<file path="src/rtl/alu_arbiter.sv">
// alu_arbiter: arbitrates two requesters onto one shared combinational ALU (IDLE -> ISSUE -> CAPTURE).
// Define ALU_ARB_RR_EN for round-robin arbitration; otherwise requester 0 has fixed priority.
module alu_arbiter #(
    parameter int WAIT_CYCLES = 0
) (
    input  logic       clk,
    input  logic       rst_n,
    input  logic       req0_valid,
    input  logic       req1_valid,
    input  logic [3:0] req0_mode,
    input  logic [3:0] req1_mode,
    input  logic [7:0] req0_op1,
    input  logic [7:0] req0_op2,
    input  logic [7:0] req1_op1,
    input  logic [7:0] req1_op2,
    output logic       req0_ready,
    output logic       req1_ready,
    output logic       rsp0_valid,
    output logic       rsp1_valid,
    output logic [7:0] rsp_out,
    output logic [3:0] rsp_flags,
    output logic       alu_e,
    output logic [3:0] alu_mode,
    output logic [7:0] alu_op1,
    output logic [7:0] alu_op2,
    input  logic [7:0] alu_out,
    input  logic [3:0] alu_flags
);
    typedef enum logic [1:0] {IDLE, ISSUE, CAPTURE} state_t;
    localparam logic [1:0] LP_WAIT = 2'(WAIT_CYCLES);
    state_t     r_state, w_next;
    logic [1:0] r_cnt;
    logic       r_owner, r_alu_e, r_rsp0_valid, r_rsp1_valid;
    logic [3:0] r_alu_mode, r_rsp_flags;
    logic [7:0] r_alu_op1, r_alu_op2, r_rsp_out;
    logic       w_gnt0, w_gnt1, w_idle, w_hs, w_last;

    assign w_idle = (r_state == IDLE);
    assign w_hs   = w_idle && (req0_valid || req1_valid);
    assign w_last = (r_state == ISSUE) && (r_cnt == 2'd0);
`ifdef ALU_ARB_RR_EN
    // r_ptr names the favored requester; each grant hands the favor to the other one
    logic r_ptr;
    assign w_gnt0 = req0_valid && (!req1_valid || !r_ptr);
    always_ff @(posedge clk or negedge rst_n)
        if (!rst_n) r_ptr <= 1'b0;
        else if (w_hs) r_ptr <= ~w_gnt1;
`else
    assign w_gnt0 = req0_valid;
`endif
    assign w_gnt1     = req1_valid && !w_gnt0;
    assign req0_ready = w_idle && w_gnt0;
    assign req1_ready = w_idle && w_gnt1;
    assign rsp0_valid = r_rsp0_valid;
    assign rsp1_valid = r_rsp1_valid;
    assign rsp_out    = r_rsp_out;
    assign rsp_flags  = r_rsp_flags;
    assign alu_e      = r_alu_e;
    assign alu_mode   = r_alu_mode;
    assign alu_op1    = r_alu_op1;
    assign alu_op2    = r_alu_op2;

    always_ff @(posedge clk or negedge rst_n)
        if (!rst_n) r_state <= IDLE;
        else r_state <= w_next;

    always_comb begin
        w_next = r_state;
        if (w_hs) w_next = ISSUE;
        else if (w_last) w_next = CAPTURE;
        else if (r_state == CAPTURE) w_next = IDLE;
    end

    // result is sampled on the last ISSUE edge so rsp_valid and rsp_out appear together in CAPTURE
    always_ff @(posedge clk or negedge rst_n) begin
        if (!rst_n) begin
            r_cnt        <= 2'd0;
            r_owner      <= 1'b0;
            r_alu_e      <= 1'b0;
            r_alu_mode   <= 4'd0;
            r_alu_op1    <= 8'd0;
            r_alu_op2    <= 8'd0;
            r_rsp_out    <= 8'd0;
            r_rsp_flags  <= 4'd0;
            r_rsp0_valid <= 1'b0;
            r_rsp1_valid <= 1'b0;
        end else begin
            r_rsp0_valid <= 1'b0;
            r_rsp1_valid <= 1'b0;
            if (w_hs) begin
                r_alu_e    <= 1'b1;
                r_alu_mode <= w_gnt1 ? req1_mode : req0_mode;
                r_alu_op1  <= w_gnt1 ? req1_op1 : req0_op1;
                r_alu_op2  <= w_gnt1 ? req1_op2 : req0_op2;
                r_owner    <= w_gnt1;
                r_cnt      <= LP_WAIT;
            end else if (w_last) begin
                r_alu_e      <= 1'b0;
                r_rsp_out    <= alu_out;
                r_rsp_flags  <= alu_flags;
                r_rsp0_valid <= !r_owner;
                r_rsp1_valid <= r_owner;
            end else if (r_state == ISSUE) begin
                r_cnt <= r_cnt - 2'd1;
            end
        end
    end
endmodule

</file>
<file path="config.mk">
export PLATFORM = sky130hd
export DESIGN_NAME = alu_arbiter
export DESIGN_NICKNAME = d
export VERILOG_FILES = /design/src/rtl/alu_arbiter.sv
export SDC_FILE = /design/constraint.sdc
export NUM_CORES = 1
export LEC_CHECK = 0
export CAP_MARGIN = 10
export CORE_ASPECT_RATIO = 2
export CORE_UTILIZATION = 30
export CTS_CLUSTER_SIZE = 30
export DETAILED_ROUTE_END_ITERATION = 8
export DONT_BUFFER_PORTS = 1
export GPL_TIMING_DRIVEN = 0
export HOLD_SLACK_MARGIN = 0.02
export SYNTH_ARGS = -nofsm -noshare
export SYNTH_HDL_FRONTEND = slang
export SYNTH_SLANG_ARGS = --single-unit
</file>
<file path="constraint.sdc">
create_clock -name clk -period 3.4 [get_ports clk]
set_clock_uncertainty 0.2 [all_clocks]
set_input_delay 0.51 -clock clk [delete_from_list [all_inputs] [get_ports clk]]
set_output_delay 0.51 -clock clk [all_outputs]
set_load 0.02 [all_outputs]
</file>
==> impl_metrics.xml <==
<?xml version="1.0" encoding="UTF-8"?>
<metrics>
  <group name="yosys">
    <metric name="post_synth_edffs" unit="">0</metric>
    <metric name="netlist.area_leader.share" unit="%">53.30</metric>
    <metric name="synth_fp_nets" unit="">178</metric>
    <metric name="synth_commonest_cells" unit="">sky130_fd_sc_hd__dfrtp_1 (40), sky130_fd_sc_hd__mux2_2 (33), sky130_fd_sc_hd__mux2_4 (19)</metric>
    <metric name="yosysWarningCount" unit="">0</metric>
    <metric name="synth_ff_type" unit="">sky130_fd_sc_hd__dfrtp_1</metric>
    <metric name="number_of_cells_produced_by_synthesis" unit="">121</metric>
    <metric name="count_of_cell_types_in_the_netlist" unit="">19</metric>
    <metric name="ys_seq_area_share" unit="%">53.30</metric>
    <metric name="synth-seq-cells" unit="">40</metric>
    <metric name="synthArstFlopShare" unit="%">100.0</metric>
    <metric name="yosys.cell_count.top_type" unit="">sky130_fd_sc_hd__dfrtp_1</metric>
    <metric name="synth_top_cell_by_area" unit="">sky130_fd_sc_hd__dfrtp_1</metric>
    <metric name="synth_area_leaders" unit="">sky130_fd_sc_hd__dfrtp_1 (53%), sky130_fd_sc_hd__mux2_2 (20%), sky130_fd_sc_hd__mux2_4 (15%)</metric>
    <metric name="synth_area" unit="sq um">1878</metric>
    <metric name="syn_avg_cell_area" unit="sq um">15.52</metric>
  </group>
  <group name="min_path">
    <metric name="min-delay-path-class" unit="">input pin to flip-flop</metric>
    <metric name="min_from" unit="">alu_out[4]</metric>
  </group>
  <group name="finish">
    <metric name="area_delta_synth_final" unit="%">13.72</metric>
    <metric name="final_core_util" unit="%">35.56</metric>
    <metric name="final_layout_size_suffix_gt1_share" unit="%">54.20</metric>
    <metric name="final_net_count" unit="">187</metric>
    <metric name="antenna-diode-count" unit="">0</metric>
    <metric name="n_fill_cell" unit="">592</metric>
  </group>
  <group name="placed_design">
    <metric name="post-place-ws" unit="ns">1.593</metric>
    <metric name="portBuffers" unit="">0</metric>
    <metric name="place_congestion" unit="">0.6875</metric>
    <metric name="hpwl" unit="um">2941</metric>
  </group>
  <group name="run_status">
    <metric name="outcome" unit="">complete, but fails checks</metric>
    <metric name="failed_checks" unit="">DRC</metric>
  </group>
  <group name="clock_tree">
    <metric name="worstSkewPairLatency" unit="ns">0.28</metric>
    <metric name="worst_setup_hold_path_clk_slew" unit="ns">0.06</metric>
    <metric name="post_cts_hold_buffer_count" unit="">2</metric>
    <metric name="post_cts.repair.setup_buffers" unit="">0</metric>
    <metric name="cts_max_level" unit="">2</metric>
    <metric name="cts_buffer_depth" unit="">2</metric>
    <metric name="cts-resized-gates" unit="">0</metric>
    <metric name="clkSinkCount" unit="">40</metric>
    <metric name="clock_buffers_created_by_tritoncts" unit="">5</metric>
    <metric name="cts_tree" unit="">built</metric>
    <metric name="cts_root_buf" unit="">sky130_fd_sc_hd__clkbuf_16</metric>
  </group>
  <group name="setup_path">
    <metric name="worst_setup_start_kind" unit="">flip-flop</metric>
    <metric name="crit_start" unit="">r_state[1]</metric>
    <metric name="r2r_start" unit="">r_state[1]</metric>
    <metric name="critPathCaptureType" unit="">primary output</metric>
    <metric name="critPathRequiredTime" unit="ns">2.69</metric>
    <metric name="crit_arrival" unit="ns">1.15</metric>
    <metric name="crit_path_max_fanout" unit="">5</metric>
    <metric name="crit_type" unit="">flip-flop to primary output</metric>
  </group>
  <group name="timing">
    <metric name="finalSetupViolations" unit="">0</metric>
    <metric name="slew_headroom" unit="%">71.51</metric>
    <metric name="post-route-period-util" unit="%">54.73</metric>
    <metric name="worst_pin_slew" unit="ns">0.4264</metric>
    <metric name="hold_viol" unit="">0</metric>
    <metric name="worst_slack" unit="ns">1.539</metric>
    <metric name="setup_repair_after_global_routing_missed_its_margin" unit="">no</metric>
    <metric name="finalMaxSlewViolations" unit="">0</metric>
    <metric name="hold-worst-slack" unit="ns">0.1786</metric>
    <metric name="max_clock_freq" unit="MHz">537.4</metric>
    <metric name="setup_total_negative_slack" unit="ns">0</metric>
    <metric name="final_period_minus_worst_setup_slack" unit="ns">1.861</metric>
  </group>
  <group name="routing">
    <metric name="drt.antenna.violating_nets" unit="">0</metric>
    <metric name="via_per_inst" unit="">5.196</metric>
    <metric name="finalWirelength" unit="um">3841</metric>
    <metric name="post-route-drc-count" unit="">10</metric>
    <metric name="vias_post_dr" unit="">1008</metric>
    <metric name="firstDrtPassIters" unit="">5</metric>
    <metric name="detailedRoute.firstIterationViolations" unit="">33</metric>
    <metric name="post_drt_wl_per_cell" unit="um">19.80</metric>
  </group>
  <group name="power">
    <metric name="power.total" unit="mW">2.303</metric>
    <metric name="pwr_density_cell" unit="nW/um^2">1079</metric>
    <metric name="power_leakage" unit="nW">0.9463</metric>
    <metric name="worst_ir_drop_vdd" unit="V">0.0003379</metric>
  </group>
  <group name="floorplan">
    <metric name="die_h" unit="um">113.9</metric>
    <metric name="die_area" unit="sq um">6600</metric>
    <metric name="starting_utilization_of_the_core_area" unit="%">31.27</metric>
    <metric name="core-area" unit="sq um">6006</metric>
    <metric name="row_count" unit="">40</metric>
    <metric name="io-pin-count" unit="">93</metric>
    <metric name="die_w" unit="um">57.95</metric>
  </group>
  <group name="global_route">
    <metric name="antenna_found_initial" unit="">0</metric>
    <metric name="global_route.usage.total" unit="%">12.12</metric>
    <metric name="pin_count_of_the_biggest_net_entering_global_routing" unit="">41</metric>
    <metric name="grt_overflow" unit="">0</metric>
    <metric name="first_global_vias" unit="">1152</metric>
    <metric name="grt_first_pass_wirelength" unit="um">5789</metric>
  </group>
  <group name="run">
    <metric name="maxCapViolCount" unit="">0</metric>
  </group>
</metrics>
[kinds of logic after synthesis]
kind of cell | share of synthesized area [%]
flops | 53.30
compound gates | 2.265
xor+xnor | 0.4664
fa+ha+maj | 0.6661
mux | 34.98
buf+inv | 4.197
simple gates | 4.131
[metrics by stage]
stage,instance area (sq um),instances
finish,2136,194
CTS,2136,194
global placement,1957,184
floorplan,1878,121
global route,2136,194
detailed placement,1957,184
[state kept, by name, indices dropped and copies added (netlist names)]
name / flops
r_state: 2
rsp0_valid: 1
alu_e: 1
rsp_flags: 4
rsp1_valid: 1
rsp_out: 8
alu_op1: 8
r_owner: 1
alu_mode: 4
alu_op2: 8
r_cnt: 2
[power by group]
| part | internal (mW) | switching (mW) | total (mW) |
|---|---|---|---|
| combinational | 0.423 | 0.252 | 0.675 |
| sequential | 0.719 | 0.443 | 1.16 |
| clock | 0.289 | 0.178 | 0.467 |
| total | 1.43 | 0.873 | 2.30 |
[routing by layer]
| layer | up-vias | wire length [um] | global-route usage [%] |
|---|---|---|---|
| met3 | 4 | 300 | 4.195 |
| met5 | - | 0 | 0 |
| met1 | 502 | 1175 | 10.38 |
| met4 | 0 | 72 | 6.190 |
| li1 | 440 | - | - |
| met2 | 62 | 2292 | 23.30 |
[critical path, stage by stage, from the launching register on]
cell                      delay, ns
sky130_fd_sc_hd__dfrtp_1       0.42
sky130_fd_sc_hd__nor2_2        0.18
sky130_fd_sc_hd__and2_1        0.27
[cell type report]
type	count	area (sq um)	share of cell area (%)
flip-flops and latches	40	1001	46.87
repair buffers	2	30.03	1.406
well taps	63	78.83	3.691
plain buffers	6	67.56	3.163
inverters	3	11.26	0.5272
clock buffers	6	138.9	6.503
multi-input cells	72	798.3	37.38
clock inverters	2	10.01	0.4687
[cells in the final DEF (no fill, tap or decap), drive strengths merged]
cell and instances:
mux2 52, dfrtp 40, buf 7, nor2 6, clkbuf 6, inv 3
o21a 2, a21o 2, clkinv 2, and2 2, nor2b 1, nand3b 1
nor3b 1, a211oi 1, a21oi 1, nand2b 1, xnor2 1, ha 1
dlygate4sd3 1
[final timing paths]
check	endpoint	slack, ns	depth (start not counted)
max	req1_ready	1.54	2
min	rsp_out[4]	0.18	1
max reg2reg	alu_op2[3]	1.66	5
min reg2reg	rsp0_valid	0.30	1
max in group asynchronous	rsp_out[4]	2.32	2
min in group asynchronous	alu_op1[5]	0.48	2
(Power assumes the default switching activity.)
==> variant 1 (same settings) <==
Encoding of `state_t`: now one-hot (3 bits for 3 states).
--- a/src/rtl/alu_arbiter.sv
+++ b/src/rtl/alu_arbiter.sv
@@ -28,3 +28,3 @@
 );
-    typedef enum logic [1:0] {IDLE, ISSUE, CAPTURE} state_t;
+    typedef enum logic [2:0] {IDLE = 3'b001, ISSUE = 3'b010, CAPTURE = 3'b100} state_t;
     localparam logic [1:0] LP_WAIT = 2'(WAIT_CYCLES);
Check against the original RTL: same outputs for any inputs over 10 cycles, from zero or initial values and one cycle with rst_n low; not proved beyond that.
==> variant 1 against the original RTL <==
Final area up 2.6%. Setup slack worse by 0.27 ns. Hold slack worse by 0.0033 ns. Critical path depth unchanged. Synthesized area up 2.1%. Count of clock-buffer cells in the layout unchanged. Power down 6.2%. Sequential cell count up 1. Sequential power about the same. Cell count up 13%. Die area up 2.1%. Core utilization up 0.34 points. Wire length up 0.94%. Non-clock buffer count unchanged. Largest cell class unchanged. Largest power group unchanged.
==> variant 1: results <==
set metrics [dict create \
    worstSkewPairLatency_ns 0.28 \
    worst_pin_slew_ns 0.2624 \
    p_comb_w 0.000543 \
    crit_arrival_ns 1.42 \
    slowest_delay_ns 0.56 \
    max-vdd-ir-drop_v 0.0002493 \
    ys_top_cells_by_count "dfrtp_1, mux2_2, mux2_4" \
    min-delay-start "alu_flags[0]" \
    layout.nets 192 \
    power_frac_comb_pct 25.1 \
    dpl-instance-area_um2 2023 \
    layoutNonFillerInstCount 220 \
    r2r_slack_ns 1.40 \
    cp-startpoint "r_state[0]" \
    synth_top_cells_by_area "dfrtp_1, mux2_2, mux2_4" \
    portBuffers 0 \
    pg_seq_w 0.00116 \
    dp_slack_ns 1.344 \
    p_leak_nw 0.9345 \
    fin_hold_ws_ns 0.1753 \
    met1Wirelength_mm 1.264 \
    yosysUniqueCellTypes 25 \
    syn_nets 183 \
    reg2reg_depth 6 \
    grt_pass1_wl_mm 5.858 \
    num_vias 1083 \
    met1_usage_pct 9.908 \
    hold_end "rsp_flags[0]" \
    root_buffer "clkbuf_16" \
    status "completed" \
    grt_max_degree 42 \
    grt_pass1_vias 1189 \
    place_congestion 0.7129 \
    drt_iter0_drc 42 \
    cts_resized 0 \
    drive_gt1_share_pct 50.74 \
    reg2reg_from "r_cnt[0]" \
    crit_fanout 5 \
    worst_path_max_delay_cell "dfstp_2" \
    grtUsageMet3_pct 4.387 \
    grt_util_all_layers_pct 12.22 \
    yosysSeqAreaShare_pct 53.56 \
    wl_per_cell_um 17.62 \
    met3WireLength_um 319 \
    wl_met2_mm 2.164 \
    p_sw_w 0.0008046 \
    hpwl_mm 2.901 \
    use_met2_pct 23.22 \
    dr.pass1.iters 2 \
    r2r-end "rsp_flags[2]" \
    highest_layer "met4" \
    dp_cells 210 \
    avgSynthCellArea_um2 15.22 \
]
-- variant 1: final cells by class --
cell class                 instances  area (um2)
clock buffer                       6       128.9
fill                             615        3914
clock inverter                     2       10.01
tap                               84       105.1
multi-input combinational         76       812.0
inverter                           3       11.26
sequential                        41        1027
buffer                             6       67.56
timing repair buffer               2       30.03
-- variant 1: worst max path at each step --
stage / to / slack, ns / depth (start not counted)
after global placement: req1_ready / 1.37 / 3
final: req0_ready / 1.27 / 2
after global routing: req0_ready / 1.19 / 2
after detailed placement: alu_op2[0] / 1.34 / 4
after CTS: req0_ready / 1.26 / 2
after floorplan: req1_ready / 1.53 / 3
-- variant 1: cell families after synthesis --
| family | count (synthesis) | share of synthesized area, % |
|---|---|---|
| compound gates | 8 | 2.740 |
| fa+ha+maj | 1 | 0.6522 |
| buf+inv | 9 | 4.109 |
| flops | 41 | 53.56 |
| mux | 52 | 33.46 |
| simple gates | 15 | 5.480 |
==> variant 2 (same settings) <==
Without the edit above. Build with the macro `ALU_ARB_RR_EN` defined.
--- a/src/rtl/alu_arbiter.sv
+++ b/src/rtl/alu_arbiter.sv
@@ -2,2 +2,4 @@
 // Define ALU_ARB_RR_EN for round-robin arbitration; otherwise requester 0 has fixed priority.
+`define ALU_ARB_RR_EN
+
 module alu_arbiter #(
Formal check against the unedited RTL: not equivalent (Yosys sat finds a counterexample within 4 cycles, from zero or initial values and one cycle with rst_n low).
==> variant 2 against the original RTL <==
Synthesized area is 5.9% lower. Sequential cell count is 1 higher. Via count is 26% higher. Highest routed layer unchanged. Wire length is 13% higher. Final area is 4.2% lower. Cell count is 15% higher. Core utilization is 0.27 points higher. Count of clock-buffer cells in the layout is 1 higher. Setup slack worse by 0.54 ns. Power is 2.0% lower. Die area is 5.8% lower.
==> variant 2: results <==
set metrics [dict create \
    dr.pass1.iters 4 \
    ys_top_cells_by_count "dfrtp_1, mux2_2, o21ai_0" \
    min-delay-start "req1_op2[3]" \
    power_frac_seq_pct 50.6 \
    routed_wl_mm 4.341 \
    fin_hold_ws_ns 0.1751 \
    worst_pin_slew_ns 0.4756 \
    status "completed" \
    power_clock_w 0.000548 \
    dpl-instance-area_um2 1843 \
    synth_xor_area_share_pct 0.4958 \
    grt_pass1_vias 1384 \
    hpwl_mm 3.250 \
    drt_iter0_drc 30 \
    dp_slack_ns 1.236 \
    intPower_w 0.001364 \
    hold_end "alu_op2[3]" \
    drive_gt1_share_pct 15.95 \
    grt_pass1_wl_mm 7.134 \
    grt_max_degree 42 \
    layout.nets 219 \
    crit_path_end "req0_ready" \
    crit_family "flip-flops" \
    place_congestion 0.7445 \
    yosysUniqueCellTypes 26 \
    grt_util_all_layers_pct 15.18 \
    synth.area.mux_share_pct 7.649 \
    dp_cells 214 \
    reg2reg_from "r_cnt[0]" \
    cp-startpoint "r_state[0]" \
    yosysSeqAreaShare_pct 58.07 \
    yosys.area_share.adder_pct 0.7082 \
    num_vias 1272 \
    max-vdd-ir-drop_v 0.0006017 \
    synth_top_cells_by_area "dfrtp_1, mux2_2, a221o_1" \
    crit_fanout 10 \
]
-- variant 2: layout make-up --
| class | count | area, um2 |
|---|---|---|
| Clock inverter | 1 | 30.03 |
| Clock buffer | 7 | 142.6 |
| Timing Repair Buffer | 2 | 30.03 |
| Buffer | 11 | 52.55 |
| Fill cell | 573 | 3664 |
| Inverter | 4 | 15.01 |
| Multi-Input combinational cell | 97 | 673.1 |
| Sequential cell | 41 | 1026 |
| Tap cell | 61 | 76.32 |
-- variant 2: cell families after synthesis --
group | count (synthesis)
flops | 41
xor+xnor | 1
fa+ha+maj | 1
mux | 12
compound gates | 46
buf+inv | 15
simple gates | 37
-- variant 2: metal layers --
metal  up-vias  GRT usage [%]  routed length, um
met4         0          8.943                151
li1        580              -                  -
met2        58          26.11               2393
met3        13          4.450                248
met5         -              0                  0
met1       621          15.87               1547
-- variant 2: what timing repair did --
item / in CTS / in global routing
hold endpoints to repair: 41 / 0
hold buffers: 2 / 0
gates resized for setup: 0 / 0
